[src/rtl/reg_writeback.sv]
// Register-file write-port owner: merges in-order pipeline results with buffered
// long-latency results and tracks outstanding long-latency destinations.
module reg_writeback #(
  parameter int LU_DEPTH = 2
) (
  input  logic        clk,
  input  logic        rstn,
  input  logic        pipe_valid,
  input  logic [4:0]  pipe_rd,
  input  logic [31:0] pipe_data,
  input  logic        lu_issue,
  input  logic [4:0]  lu_issue_rd,
  input  logic        lu_valid,
  output logic        lu_ready,
  input  logic [4:0]  lu_rd,
  input  logic [31:0] lu_data,
  input  logic [4:0]  rj_index,
  input  logic [4:0]  rk_index,
  input  logic [4:0]  rq_index,
  output logic        rj_busy,
  output logic        rk_busy,
  output logic        rq_busy,
  output logic        we,
  output logic [4:0]  rd_index,
  output logic [31:0] rd_write
);

  localparam int PW = (LU_DEPTH > 1) ? $clog2(LU_DEPTH) : 1;
  localparam int CW = $clog2(LU_DEPTH + 1);

  logic [4:0]    fifo_rd_q   [LU_DEPTH];
  logic [31:0]   fifo_data_q [LU_DEPTH];
  logic [PW-1:0] wr_ptr_q, rd_ptr_q;
  logic [CW-1:0] count_q, count_d;

  logic          we_q, we_d;
  logic [4:0]    rd_index_q, rd_index_d;
  logic [31:0]   rd_write_q, rd_write_d;
  logic          lu_src_q, lu_src_d;

  logic [31:1]   busy_q, busy_d;
  logic [31:0]   busy_vec;

  logic          push, pop;
  logic [4:0]    head_rd;
  logic [31:0]   head_data;

  // Ready depends only on the registered count, never on lu_valid.
  assign lu_ready  = (count_q != CW'(LU_DEPTH));
  assign push      = lu_valid && lu_ready;
  assign pop       = !pipe_valid && (count_q != '0);
  assign head_rd   = fifo_rd_q[rd_ptr_q];
  assign head_data = fifo_data_q[rd_ptr_q];

  always_ff @(posedge clk) begin
    if (push) begin
      fifo_rd_q[wr_ptr_q]   <= lu_rd;
      fifo_data_q[wr_ptr_q] <= lu_data;
    end
  end

  always_comb begin
    count_d = count_q;
    case ({push, pop})
      2'b10:   count_d = count_q + CW'(1);
      2'b01:   count_d = count_q - CW'(1);
      default: count_d = count_q;
    endcase
  end

  // Pipeline wins outright; a pipeline write to r0 still blocks the pop.
  always_comb begin
    we_d       = 1'b0;
    rd_index_d = rd_index_q;
    rd_write_d = rd_write_q;
    lu_src_d   = lu_src_q;
    if (pipe_valid) begin
      if (pipe_rd != 5'd0) begin
        we_d       = 1'b1;
        rd_index_d = pipe_rd;
        rd_write_d = pipe_data;
        lu_src_d   = 1'b0;
      end
    end else if (pop) begin
      we_d       = (head_rd != 5'd0);
      rd_index_d = head_rd;
      rd_write_d = head_data;
      lu_src_d   = 1'b1;
    end
  end

  // Busy bits clear on the edge the register file captures the data; set wins.
  generate
    for (genvar gi = 1; gi < 32; gi++) begin : g_busy
      always_comb begin
        busy_d[gi] = busy_q[gi];
        if (lu_issue && (lu_issue_rd == 5'(gi)))
          busy_d[gi] = 1'b1;
        else if (we_q && lu_src_q && (rd_index_q == 5'(gi)))
          busy_d[gi] = 1'b0;
      end
    end
  endgenerate

  always_ff @(posedge clk or negedge rstn) begin
    if (!rstn) begin
      wr_ptr_q   <= '0;
      rd_ptr_q   <= '0;
      count_q    <= '0;
      we_q       <= 1'b0;
      rd_index_q <= 5'd0;
      rd_write_q <= 32'd0;
      lu_src_q   <= 1'b0;
      busy_q     <= '0;
    end else begin
      if (push) wr_ptr_q <= wr_ptr_q + PW'(1);
      if (pop)  rd_ptr_q <= rd_ptr_q + PW'(1);
      count_q    <= count_d;
      we_q       <= we_d;
      rd_index_q <= rd_index_d;
      rd_write_q <= rd_write_d;
      lu_src_q   <= lu_src_d;
      busy_q     <= busy_d;
    end
  end

  assign busy_vec = {busy_q, 1'b0};
  assign rj_busy  = busy_vec[rj_index];
  assign rk_busy  = busy_vec[rk_index];
  assign rq_busy  = busy_vec[rq_index];

  assign we       = we_q;
  assign rd_index = rd_index_q;
  assign rd_write = rd_write_q;

endmodule

[config.mk]
export PLATFORM = sky130hd
export DESIGN_NAME = reg_writeback
export DESIGN_NICKNAME = d
export VERILOG_FILES = /design/src/rtl/reg_writeback.sv
export SDC_FILE = /design/constraint.sdc
export NUM_CORES = 1
export LEC_CHECK = 0
export ABC_AREA = 1
export BUFFER_PORTS_ARGS = -buffer_cell sky130_fd_sc_hd__buf_2
export CORE_ASPECT_RATIO = 1.25
export CORE_MARGIN = 1
export CORE_UTILIZATION = 60
export CTS_CLUSTER_SIZE = 40
export DETAILED_ROUTE_END_ITERATION = 12
export PLACE_DENSITY = 0.86
export SLEW_MARGIN = 0
export SYNTH_ARGS = -nofsm -noshare
export SYNTH_HDL_FRONTEND = slang
export SYNTH_SLANG_ARGS = --single-unit
[constraint.sdc]
create_clock -name clk -period 3.9 [get_ports clk]
set_input_delay 0.585 -clock clk [delete_from_list [all_inputs] [get_ports clk]]
set_output_delay 0.585 -clock clk [all_outputs]
set_load 0.005 [all_outputs]
* Word-level counts from Yosys, hierarchy flattened
Memory sizes are Yosys's and may differ from the RTL's.
Index checks and enable logic that the tools add are counted.
** Cells by class
- Add/subtract/negate cells :: 4
- Magnitude comparators :: 3
- Equality and inequality tests :: 66
- Multiplexer cells :: 83
- Reduce and logical (&&, ||, !) cells :: 103
** Operator list (number)
- 5-bit equality test, second input constant :: 32
- 32-bit 2-to-1 mux :: 3
- 5-bit by 4-bit equality test with 1-bit output, second input constant :: 16
- 1-bit 2-to-1 mux :: 73
- 2-bit nonzero test :: 34
- 1-bit logical AND :: 65
- 5-bit by 3-bit equality test with 1-bit output, second input constant :: 8
- 5-bit by 2-bit equality test with 1-bit output, second input constant :: 4
- 5-bit by 6-bit less-than comparator with 1-bit output, second input constant :: 3
- 1-bit binary-select mux with 5-bit select :: 3
- 5-bit 2-to-1 mux :: 3
- 5-bit by 1-bit equality test with 1-bit output, second input constant :: 2
- 5-bit nonzero test :: 2
- 2-bit one-hot mux with 2 select lines :: 1
- 1-bit adder, second input constant :: 2
- 2-bit by 1-bit adder with 2-bit output, second input constant :: 1
- 2-bit by 1-bit equality test with 1-bit output, second input constant :: 1
- 2-bit equality test, second input constant :: 1
- 2-bit by 1-bit inequality test with 1-bit output, second input constant :: 1
- 2-bit inequality test, second input constant :: 1
- 2-bit AND reduction :: 1
- 2-bit by 1-bit subtractor with 2-bit output, second input constant :: 1
- 1-bit logical NOT :: 1
** Word-level totals
- Register bits after elaboration :: 74
- RAM bits :: 74
- Input port bits :: 99
- Output and inout port bits :: 42
- Logic and storage cells :: 299
- Memories kept :: 2
** Memory list
- fifo_data_q :: depth 2, width 32, read ports 1, clocked after memory_dff 0, wr ports 1, RTL line 32 : logic [31:0] fifo_data_q [LU_DEPTH];
- fifo_rd_q :: depth 2, width 5, read ports 1, clocked after memory_dff 0, wr ports 1, RTL line 31 : logic [4:0] fifo_rd_q [LU_DEPTH];

* Depth between registers and ports, before layout
Gate-level depths: netlist (run 1).
- Depth in word-level cells :: 4
- Depth in mapped cells :: 11

* Worst setup path before layout (run 1)
Ideal clock, no wire load.
- Path type :: input port to flip-flop
- Start :: in lu_valid
- End :: mem fifo_data_q[1][0] (enable)
- Library setup time :: 0.433 ns
- Arrival time :: 2.260 ns
- Required time :: 3.467 ns
- Slack :: 1.207 ns
- Cell stages on the path :: 2
- Buffers on the path :: 0
- Cells stage by stage :: nand2_1 -> nor2_1
** Between the ends
- Cells in the longest elaborated chain, start to end :: 3
** RTL lines
- start, declared :: RTL line 13 : input logic lu_valid,
- 1-bit logical AND :: RTL line 50 : assign push = lu_valid && lu_ready;
- 1-bit 2-to-1 mux :: RTL line 56 : if (push) begin
- 1-bit 2-to-1 mux (not written as such) :: RTL line 58 : fifo_data_q[wr_ptr_q] <= lu_data;
- end, declared :: RTL line 32
No other way between the ends.

* Worst setup path in the final report (run 1)
- Start :: in rk_index[0]
- End :: out rk_busy
** Between the ends
- Cells in the longest elaborated chain, start to end :: 2
** RTL lines
- start, declared :: RTL line 18 : input logic [4:0] rk_index,
- 1-bit binary-select mux with 5-bit select :: RTL line 129 : assign rk_busy = busy_vec[rk_index];
- 1-bit 2-to-1 mux (not written as such) :: RTL line 129
- end, declared :: RTL line 21 : output logic rk_busy,
No other way between the ends. The select of a mux whose other input is x is not followed.

==> results of run 1 <==
-- cell type report --
| cell class | instances | area [um^2] | area share (%) |
|---|---|---|---|
| multi-input cells | 622 | 2690 | 32.0 |
| clock buffers | 20 | 457 | 5.43 |
| well taps | 161 | 201 | 2.40 |
| repair buffers | 143 | 726 | 8.63 |
| flip-flops and latches | 148 | 4070 | 48.5 |
| inverters | 46 | 173 | 2.05 |
| clock inverters | 12 | 82.6 | 0.983 |
-- kinds of logic (layout without fill, tap and decap cells) --
family	Yosys count	in the layout	synth area share, %
simple gates	538	538	30.2
flops	148	148	56.7
buf+inv	86	221	5.98
compound gates	79	79	6.41
xor+xnor	3	3	0.366
fa+ha+maj	1	1	0.174
mux	1	1	0.139
-- stage by stage --
step / hold WS [ps] / std cells / power, uW / area [um^2] / setup WS (ps)
3_3_place_gp: 458 / 1120 / 4060 / 7870 / 1660
3_5_place_dp: 462 / 1120 / 4110 / 7870 / 1640
2_1_floorplan: 289 / 856 / 3460 / 7180 / 1210
4_1_cts: 337 / 1152 / 5580 / 8400 / 1640
6_report: 294 / 1152 / 5590 / 8400 / 1620
5_1_grt: 339 / 1152 / 5910 / 8400 / 1460
-- worst max path at each step --
stage / start / to / slack (ps) / cells past startpoint
floorplan: lu_valid / fifo_data_q[1][0] / 1210 / 2
global route: rj_index[0] / rj_busy / 1460 / 11
CTS: rk_index[0] / rk_busy / 1640 / 11
finish: rk_index[0] / rk_busy / 1620 / 11
detailed placement: rk_index[0] / rk_busy / 1640 / 11
global placement: rk_index[0] / rk_busy / 1660 / 11
-- cell usage after synthesis (all sizes together) --
cell and instances:
dfrtp 74, xnor2 1, edfxtp 74, ha 1
nand4 1, inv 43, nand3 108, a21oi 3
clkbuf 6, clkinv 3, mux2i 1, nand2 366
o31ai 1, xor2 2, buf 34, or2 1
a31oi 32, nor2 62, o21ai 43
-- layout by cell type, fill, tap and decap left out, types with 2 or more instances in the layout --
master      count
clkbuf_8        2
buf_2         139
buf_4           4
nand3_1       108
dfrtp_1        74
nand2_1       365
inv_2           6
nor2_4          2
a31oi_1        32
clkinv_1        3
clkbuf_16      17
inv_1          37
edfxtp_1       74
o21ai_1         5
a21oi_1         2
clkinv_2        5
clkinvlp_4      3
nor2_1         60
o21ai_0        37
clkinv_4        3
xor2_1          2
-- state kept, by name (all words and copies together) (netlist names) --
register	count
busy_q	31
fifo_data_q	64
we	1
fifo_rd_q	10
lu_src_q	1
wr_ptr_q	1
rd_write	32
rd_ptr_q	1
rd_index	5
count_q	2
-- metal layers --
layer	wire [um]	part of all wire, %	GRT usage, %	vias to the layer above
li1	-	-	-	3055
met1	6670	36	36.6	2929
met2	9210	50	52.7	329
met3	1600	8.6	8.02	81
met4	1000	5.4	19.4	0
met5	0	0	0	-
-- critical path, stage by stage --
cell and delay (ps):
buf_2 270, inv_2 190, nand2_1 90, nand3_1 70, nand3_1 100, nand2_1 50
nand2_1 50, nand2_1 50, nand2_1 50, nand2_1 60, buf_2 120
-- power groups by stage --
stage	clock, uW	combinational [uW]	sequential (uW)
6_report	1470	1580	2550
5_1_grt	1530	1780	2590
3_5_place_dp	0	1550	2560
3_3_place_gp	0	1510	2550
4_1_cts	1470	1570	2540
2_1_floorplan	0	1050	2420
==> qor.yml, run 1 <==
status:
  status: "finished, final reports clean"
power:
  p_sw_uw: 2060
  p_per_area_nw_per_um2: 665
  netSwitchingFraction_pct: 36.8
  p_leak_uw: 0.00394
  internal_power_uw: 3530
  ir_worst_vdd_mv: 0.419
  combPwrFrac_pct: 28.2
  clkPwrFrac_pct: 26.2
  seqPwrFrac_pct: 45.6
job:
  max_cap_violations: 0
detailed_routing:
  ant_nets: 0
  wl_per_cell_um: 16.0
  drtIter0Drc: 411
  route.detailed.drc: 0
  viasPerCell: 5.55
  vias: 6394
  drt-total-wl_um: 18500
  firstDrtPassIters: 6
floorplanning:
  core-area_um2: 11600
  start_util_pct: 61.8
  fp-row-count: 44
  fp.dieW_um: 99.8
  die_area_um2: 12400
  io_pins: 141
  dieHeight_um: 124
yosys:
  synth.distinct_cells: 27
  synth_top_area_share_pct: 31.0
  synth_largest_area_cell: "edfxtp_1"
  postSynthNetCount: 956
  syn_inst: 856
  synthTopCellsByArea: "edfxtp_1 (31%), dfrtp_1 (26%), nand2_1 (19%)"
  yosysWarningCount: 0
  syn_area_per_cell_um2: 8.39
  synthesis.area_um2: 7180
  seq_area_frac_synth_pct: 56.7
  ys_ff_latch: 148
sta:
  period_minus_slack_ps: 2280
  fmax_mhz: 439
  finClkSkew_ps: 8.76
  final_hold_viol_count: 0
  rsz0062_at_grt: "false"
  setup_viol: 0
  min_period_over_period_pct: 58.4
  tns_ps: 0
  maxSlewHeadroom_pct: 24.4
  tightestPinTransition_ps: 1130
  maxSlewViolCount: 0
worst_hold_path:
  hold_class: "in2async"
cts:
  cts_max_path_buffers: 2
  cts_tree: "yes"
  hold_buffers: 0
  clk_pin_slew_worst_paths_ps: 60
  post-cts-setup-buffers: 0
  clock_latency_ps: 420
  cts_buffers: 17
  clock_sinks: 148
  cts_resized: 0
  cts_root_buffer: "clkbuf_16"
  h-tree-depth: 4
global_route:
  grt_start_max_net_pins: 75
  grt_pass1_wl_um: 29800
  antenna_found_initial: 0
  grt_pass1_vias: 6239
  grt_usage_pct: 31.8
  grt-ovfl-total: 0
critical_path:
  ff2ff_setup_slack_ps: 1720
  rr_worst_depth: 9
  regToRegStartpoint: "rd_ptr_q"
  critPathMaxFanout: 17
  r2r-end: "rd_index[3]"
  cp.arrival_ps: 1690
  worst_setup_path_end_kind: "primary output"
  worst-setup-path-type: "in2out"
  cp.required_ps: 3310
  cp-start-kind: "primary input"
place:
  portBuffers: 140
  hpwl_um: 12200
  routabilityCongestion: 0.936
finish:
  fin_util_pct: 72.4
  diodes: 0
  n_fill_cell: 879
  drive_gt1_share_pct: 18.8
  area_growth_pct: 17.1
  nNetsFinal: 1078
Power figures use the tool's default switching activity.
==> run 2, diff against run 1 <==
--- a/config.mk
+++ b/config.mk
@@ -9,10 +9,10 @@
 export BUFFER_PORTS_ARGS = -buffer_cell sky130_fd_sc_hd__buf_2
 export CORE_ASPECT_RATIO = 1.25
 export CORE_MARGIN = 1
-export CORE_UTILIZATION = 60
+export CORE_UTILIZATION = 55
 export CTS_CLUSTER_SIZE = 40
 export DETAILED_ROUTE_END_ITERATION = 12
-export PLACE_DENSITY = 0.86
+export PLACE_DENSITY = 0.8
 export SLEW_MARGIN = 0
 export SYNTH_ARGS = -nofsm -noshare
 export SYNTH_HDL_FRONTEND = slang
==> constraint.sdc (replaced) <==
create_clock -name clk -period 2.29 [get_ports clk]
set_input_delay 0.3435 -clock clk [delete_from_list [all_inputs] [get_ports clk]]
set_output_delay 0.3435 -clock clk [all_outputs]
set_load 0.005 [all_outputs]
==> qor.yml, run 2 (synthesis results as in run 1) <==
status:
  status: "finished, final reports clean"
power:
  ir_worst_vdd_mv: 0.680
  netSwitchingFraction_pct: 35.5
  internal_power_uw: 6370
  p_sw_uw: 3500
  combPwrFrac_pct: 28.3
  clkPwrFrac_pct: 27.8
  p_per_area_nw_per_um2: 1150
  p_leak_uw: 0.00401
  power_uw: 9880
  seqPwrFrac_pct: 43.9
floorplanning:
  dieHeight_um: 130
  core-area_um2: 12700
  start_util_pct: 56.4
  die_area_um2: 13500
  fp-row-count: 46
  io_pins: 141
  fp.dieW_um: 104
sta:
  rsz0062_at_grt: "false"
  maxSlewViolCount: 0
  period_minus_slack_ps: 1920
  min_period_over_period_pct: 83.7
  setup_viol: 0
  fmax_mhz: 522
  finClkSkew_ps: 9.29
  tightestPinTransition_ps: 511
  final_hold_viol_count: 0
  tns_ps: 0
  maxSlewHeadroom_pct: 65.7
cts:
  clk_pin_slew_worst_paths_ps: 60
  cts_root_buffer: "clkbuf_16"
  cts_max_path_buffers: 2
  cts_tree: "yes"
  h-tree-depth: 4
  clock_sinks: 148
  post-cts-setup-buffers: 0
  cts_resized: 0
  clock_latency_ps: 410
  hold_buffers: 1
  cts_buffers: 17
global_route:
  grt_start_max_net_pins: 51
  grt_usage_pct: 27.9
  grt_pass1_vias: 5851
  grt_pass1_wl_um: 28800
  antenna_found_initial: 0
  grt-ovfl-total: 0
worst_hold_path:
  holdPathStages: 1
  hold_class: "in2reg"
  whs_endpoint: "fifo_data_q[1][14]"
  hold_start: "lu_data[14]"
critical_path:
  regToRegStartpoint: "count_q[0]"
  worst_setup_path_end_kind: "primary output"
  cp.required_ps: 1950
  cp.arrival_ps: 1570
  critPathMaxFanout: 3
  rr_worst_depth: 7
  worst-setup-path-type: "reg2out"
  ff2ff_setup_slack_ps: 630
  cp-start-kind: "flop"
  r2r-end: "count_q[1]"
detailed_routing:
  viasPerCell: 5.44
  drtIter0Drc: 470
  firstDrtPassIters: 5
  route.detailed.drc: 0
  vias: 6345
  drt-total-wl_um: 18400
  wl_per_cell_um: 15.8
  ant_nets: 0
place:
  portBuffers: 140
  routabilityCongestion: 0.979
  hpwl_um: 12900
finish:
  final_common_cell: "nand2_1"
  drive_gt1_share_pct: 18.9
  diodes: 0
  largest_reg_flops: 64
  largest-register: "fifo_data_q"
  nNetsFinal: 1085
  area_growth_pct: 19.6
  mostFrequentLayoutCells: "nand2_1 (365), buf_2 (139), nand3_1 (108)"
job:
  max_cap_violations: 0
run 2: changes by cell type in the layout (fill, tap and decap cells not counted):
cell,delta
buf_12,+5
clkinv_4,-1
clkbuf_1,+2
buf_4,+1
clkbuf_8,-2
dlygate4sd3_1,+1
clkinvlp_4,+1
bufinv_16,+3
clkinv_1,+1
clkinv_2,-4
run 2: layout make-up:
cell class,instances,area (um^2)
Clock buffer,20,437
Sequential cell,148,4070
Inverter,46,173
Clock inverter,12,155
Multi-Input combinational cell,622,2690
Timing Repair Buffer,150,843
Tap cell,168,210
Fill cell,1031,4140
run 2: stage by stage:
step	cells	hold WS [ps]	cell area [um^2]	util (%)	worst slack (ps)
floorplan	856	47.9	7180	-	230
global placement	1133	277	7980	62.7	581
detailed placement	1133	279	7980	62.7	546
CTS	1166	107	8580	67.5	363
global route	1166	101	8580	67.5	282
finish	1166	117	8580	67.5	373
run 2: worst max-delay path, cell delays in order, from the launching register on:
cell and delay (ps):
dfrtp_1 380, inv_1 160, nand2_1 100, nand3_1 90, nand3_1 90, nand3_1 80, nand2_1 50, nand2_1 50
nand2_1 40, buf_2 110
run 2: how the worst max path moves through the flow:
stage | startpoint | endpoint | cells past startpoint
after floorplan | count_q[0] | fifo_data_q[1][0] | 4
after global placement | rq_index[0] | rq_busy | 10
after detailed placement | rk_index[0] | rk_busy | 11
after CTS | busy_q[7] | rq_busy | 9
after global routing | busy_q[7] | rk_busy | 9
final | busy_q[7] | rq_busy | 9
run 2: power groups by stage:
stage,sequential (uW),clock [uW],combinational [uW]
global route,4380,2880,3160
CTS,4310,2770,2800
finish,4340,2750,2790
detailed placement,4350,0,2770
floorplan,4110,0,1790
global placement,4330,0,2710
run 2: layer usage:
metal | wire length, um | global-route usage, % | up-vias
li1 | - | - | 3079
met1 | 6620 | 30.7 | 2901
met2 | 9500 | 49.1 | 289
met3 | 1360 | 6.94 | 76
met4 | 972 | 17.1 | 0
met5 | 0 | 0 | -
==> run 3, diff against run 2 <==
--- a/config.mk
+++ b/config.mk
@@ -5,14 +5,14 @@
 export SDC_FILE = /design/constraint.sdc
 export NUM_CORES = 1
 export LEC_CHECK = 0
-export ABC_AREA = 1
+export ABC_AREA = 0
 export BUFFER_PORTS_ARGS = -buffer_cell sky130_fd_sc_hd__buf_2
 export CORE_ASPECT_RATIO = 1.25
 export CORE_MARGIN = 1
-export CORE_UTILIZATION = 55
+export CORE_UTILIZATION = 50
 export CTS_CLUSTER_SIZE = 40
 export DETAILED_ROUTE_END_ITERATION = 12
-export PLACE_DENSITY = 0.8
+export PLACE_DENSITY = 0.77
 export SLEW_MARGIN = 0
 export SYNTH_ARGS = -nofsm -noshare
 export SYNTH_HDL_FRONTEND = slang
==> constraint.sdc (replaced) <==
create_clock -name clk -period 1.7 [get_ports clk]
set_input_delay 0.255 -clock clk [delete_from_list [all_inputs] [get_ports clk]]
set_output_delay 0.255 -clock clk [all_outputs]
set_load 0.005 [all_outputs]
==> qor.yml, run 3 <==
detailed_routing:
  vias: 5060
  met2_length_um: 8880
  top_layer: "met4"
  viasPerCell: 5.72
  drt-met1-wl_um: 6270
  met3WireLength_um: 1240
  drtIter0Drc: 404
  route.detailed.drc: 0
  drt-total-wl_um: 16900
  firstDrtPassIters: 5
  ant_nets: 0
  wl_per_cell_um: 19.1
finish:
  post-route-cell-area_um2: 8710
  layoutNonFillerInstCount: 885
  mostFrequentLayoutCells: "buf_2 (139), o21ai_0 (95), edfxtp_1 (74)"
  nNetsFinal: 801
  largest-register: "fifo_data_q"
  area_growth_pct: 24.7
  drive_gt1_share_pct: 36.1
  final_common_cell: "buf_2"
  diodes: 0
  n_fill_cell: 966
  largest_reg_flops: 64
place:
  routabilityCongestion: 0.934
  dp.cells: 850
  pre_cts_slack_ps: -99.3
  place_area_um2: 8030
  hpwl_um: 12100
  portBuffers: 140
floorplanning:
  fp-row-count: 47
  dieHeight_um: 134
  io_pins: 141
  fp.dieW_um: 108
  core-area_um2: 13400
  start_util_pct: 52.1
  die_area_um2: 14400
worst_hold_path:
  holdPathStages: 1
  hold_class: "in2reg"
  whs_endpoint: "fifo_data_q[0][12]"
  hold_start: "lu_data[12]"
critical_path:
  r2r-end: "rd_write[9]"
  rr_worst_depth: 4
  cp.required_ps: 1440
  cp.arrival_ps: 1870
  worst-setup-path-type: "reg2out"
  critPathMaxFanout: 4
  cp-start-kind: "flop"
  ff2ff_setup_slack_ps: 150
  worst_setup_path_end_kind: "primary output"
  regToRegStartpoint: "rd_ptr_q"
sta:
  maxSlewViolCount: 0
  tns_ps: -1200
  rsz0062_at_grt: "true"
  fmax_mhz: 471
  timing.hold.ws_ps: 30.4
  worst_slack_ps: -422
  final_hold_viol_count: 0
  maxSlewHeadroom_pct: 68.7
  min_period_over_period_pct: 125
  finClkSkew_ps: 5.86
  tightestPinTransition_ps: 469
  period_minus_slack_ps: 2120
  setup_viol: 3
power:
  ir_worst_vdd_mv: 1.04
  p_leak_uw: 0.00376
  p_per_area_nw_per_um2: 1580
cts:
  cts_root_buffer: "clkbuf_16"
  h-tree-depth: 4
  clock_sinks: 148
  cts_buffers: 17
  clk_pin_slew_worst_paths_ps: 60
  cts_tree: "yes"
  cts_max_path_buffers: 2
  clock_latency_ps: 410
job:
  max_cap_violations: 0
yosys:
  synth.distinct_cells: 40
  postSynthNetCount: 637
  syn_inst: 537
  synth_flop_cell: "edfxtp_1"
  synth.most_common_cell: "o21ai_0"
  ys_async_sr_fraction_pct: 50.0
  synth_top_area_share_pct: 31.8
  syn_area_per_cell_um2: 13.0
  ys_ff_latch: 148
  synth_edf_count: 74
  synth_largest_area_cell: "edfxtp_1"
  seq_area_frac_synth_pct: 58.3
  yosysWarningCount: 0
  yosys-top-cells-count: "o21ai_0 (95), dfrtp_1 (74), edfxtp_1 (74), mux2i_1 (66), nand2_1 (49)"
  synthTopCellsByArea: "edfxtp_1 (32%), dfrtp_1 (27%), mux2i_1 (9.5%)"
  synthesis.area_um2: 6980
global_route:
  grt-ovfl-total: 0
  grt_start_max_net_pins: 39
  grt_pass1_wl_um: 26200
  antenna_found_initial: 0
  grt_usage_pct: 24.4
  grt_pass1_vias: 5245
status:
  violations: "setup timing"
  status: "finished with violations"
-- run 3: cell count changes after synthesis, sizes merged, moves of 41 or more --
cell	delta
nand2	-316
mux2i	+65
nor2	-51
o21ai	+53
nand3	-92
mux2	+41
-- run 3: layout make-up --
type                            count  area (um^2)  share of cell area (%)
Tap cell                          171          214                    2.46
Clock buffer                       22          454                    5.22
Timing Repair Buffer              169         1010                    11.7
Multi-Input combinational cell    357         2760                    31.7
Sequential cell                   148         4080                    46.8
Clock inverter                     10          156                    1.80
Inverter                            8         30.0                   0.345
-- run 3: critical path, stage by stage (launching register included) --
cell and delay (ps):
dfrtp_1 430, mux4_2 460, mux2_4 280, nand3b_1 90, nand4_1 70, buf_2 130
-- run 3: logic make-up after synthesis --
family | after synthesis | synth area share [%]
xor gates and xnor gates | 5 | 0.627
muxes | 116 | 20.6
DFF | 148 | 58.3
and+or+nand+nor | 117 | 8.37
adders and majority gates | 1 | 0.179
buffers and inverters | 32 | 2.74
AOI/OAI and AO/OA | 118 | 9.17
-- run 3: metrics by stage --
| step | total power [uW] | util (%) |
|---|---|---|
| finish | 13800 | 64.9 |
| global route | 14400 | 64.9 |
| CTS | 13800 | 64.7 |
| detailed placement | 9840 | 59.9 |
| global placement | 9660 | 59.9 |
| floorplan | 8110 | - |
-- run 3: worst max-delay path by stage --
stage          startpoint  depth (start not counted)      endpoint
4_1_cts        busy_q[22]                          5       rj_busy
5_1_grt        busy_q[20]                          5       rj_busy
3_5_place_dp   pipe_rd[3]                          6   rd_write[9]
2_1_floorplan  pipe_rd[3]                          5   rd_index[0]
6_report       busy_q[20]                          5       rj_busy
3_3_place_gp   pipe_rd[3]                          6  rd_write[10]
-- run 3: routing by layer --
layer	vias to the layer above	global-route usage (%)
li1	2322	-
met1	2430	28.3
met2	262	41.7
met3	46	6.95
met4	0	11.0
met5	-	0
-- run 3: repair_timing --
action / CTS / global route
hold endpoints to repair: 23 / 0
buffers inserted: 0 / 2
resized for setup: 3 / 5
hold buffers: 1 / 0
pin swaps: 4 / 2
endpoints found under the setup margin: 3 / 3
-- run 3: where the power goes --
part	leakage [uW]	internal, uW	total [uW]	switching (uW)
combinational	0.00195	2110	4090	1990
sequential	0.00152	4980	5840	855
clock	0.000289	2480	3840	1360
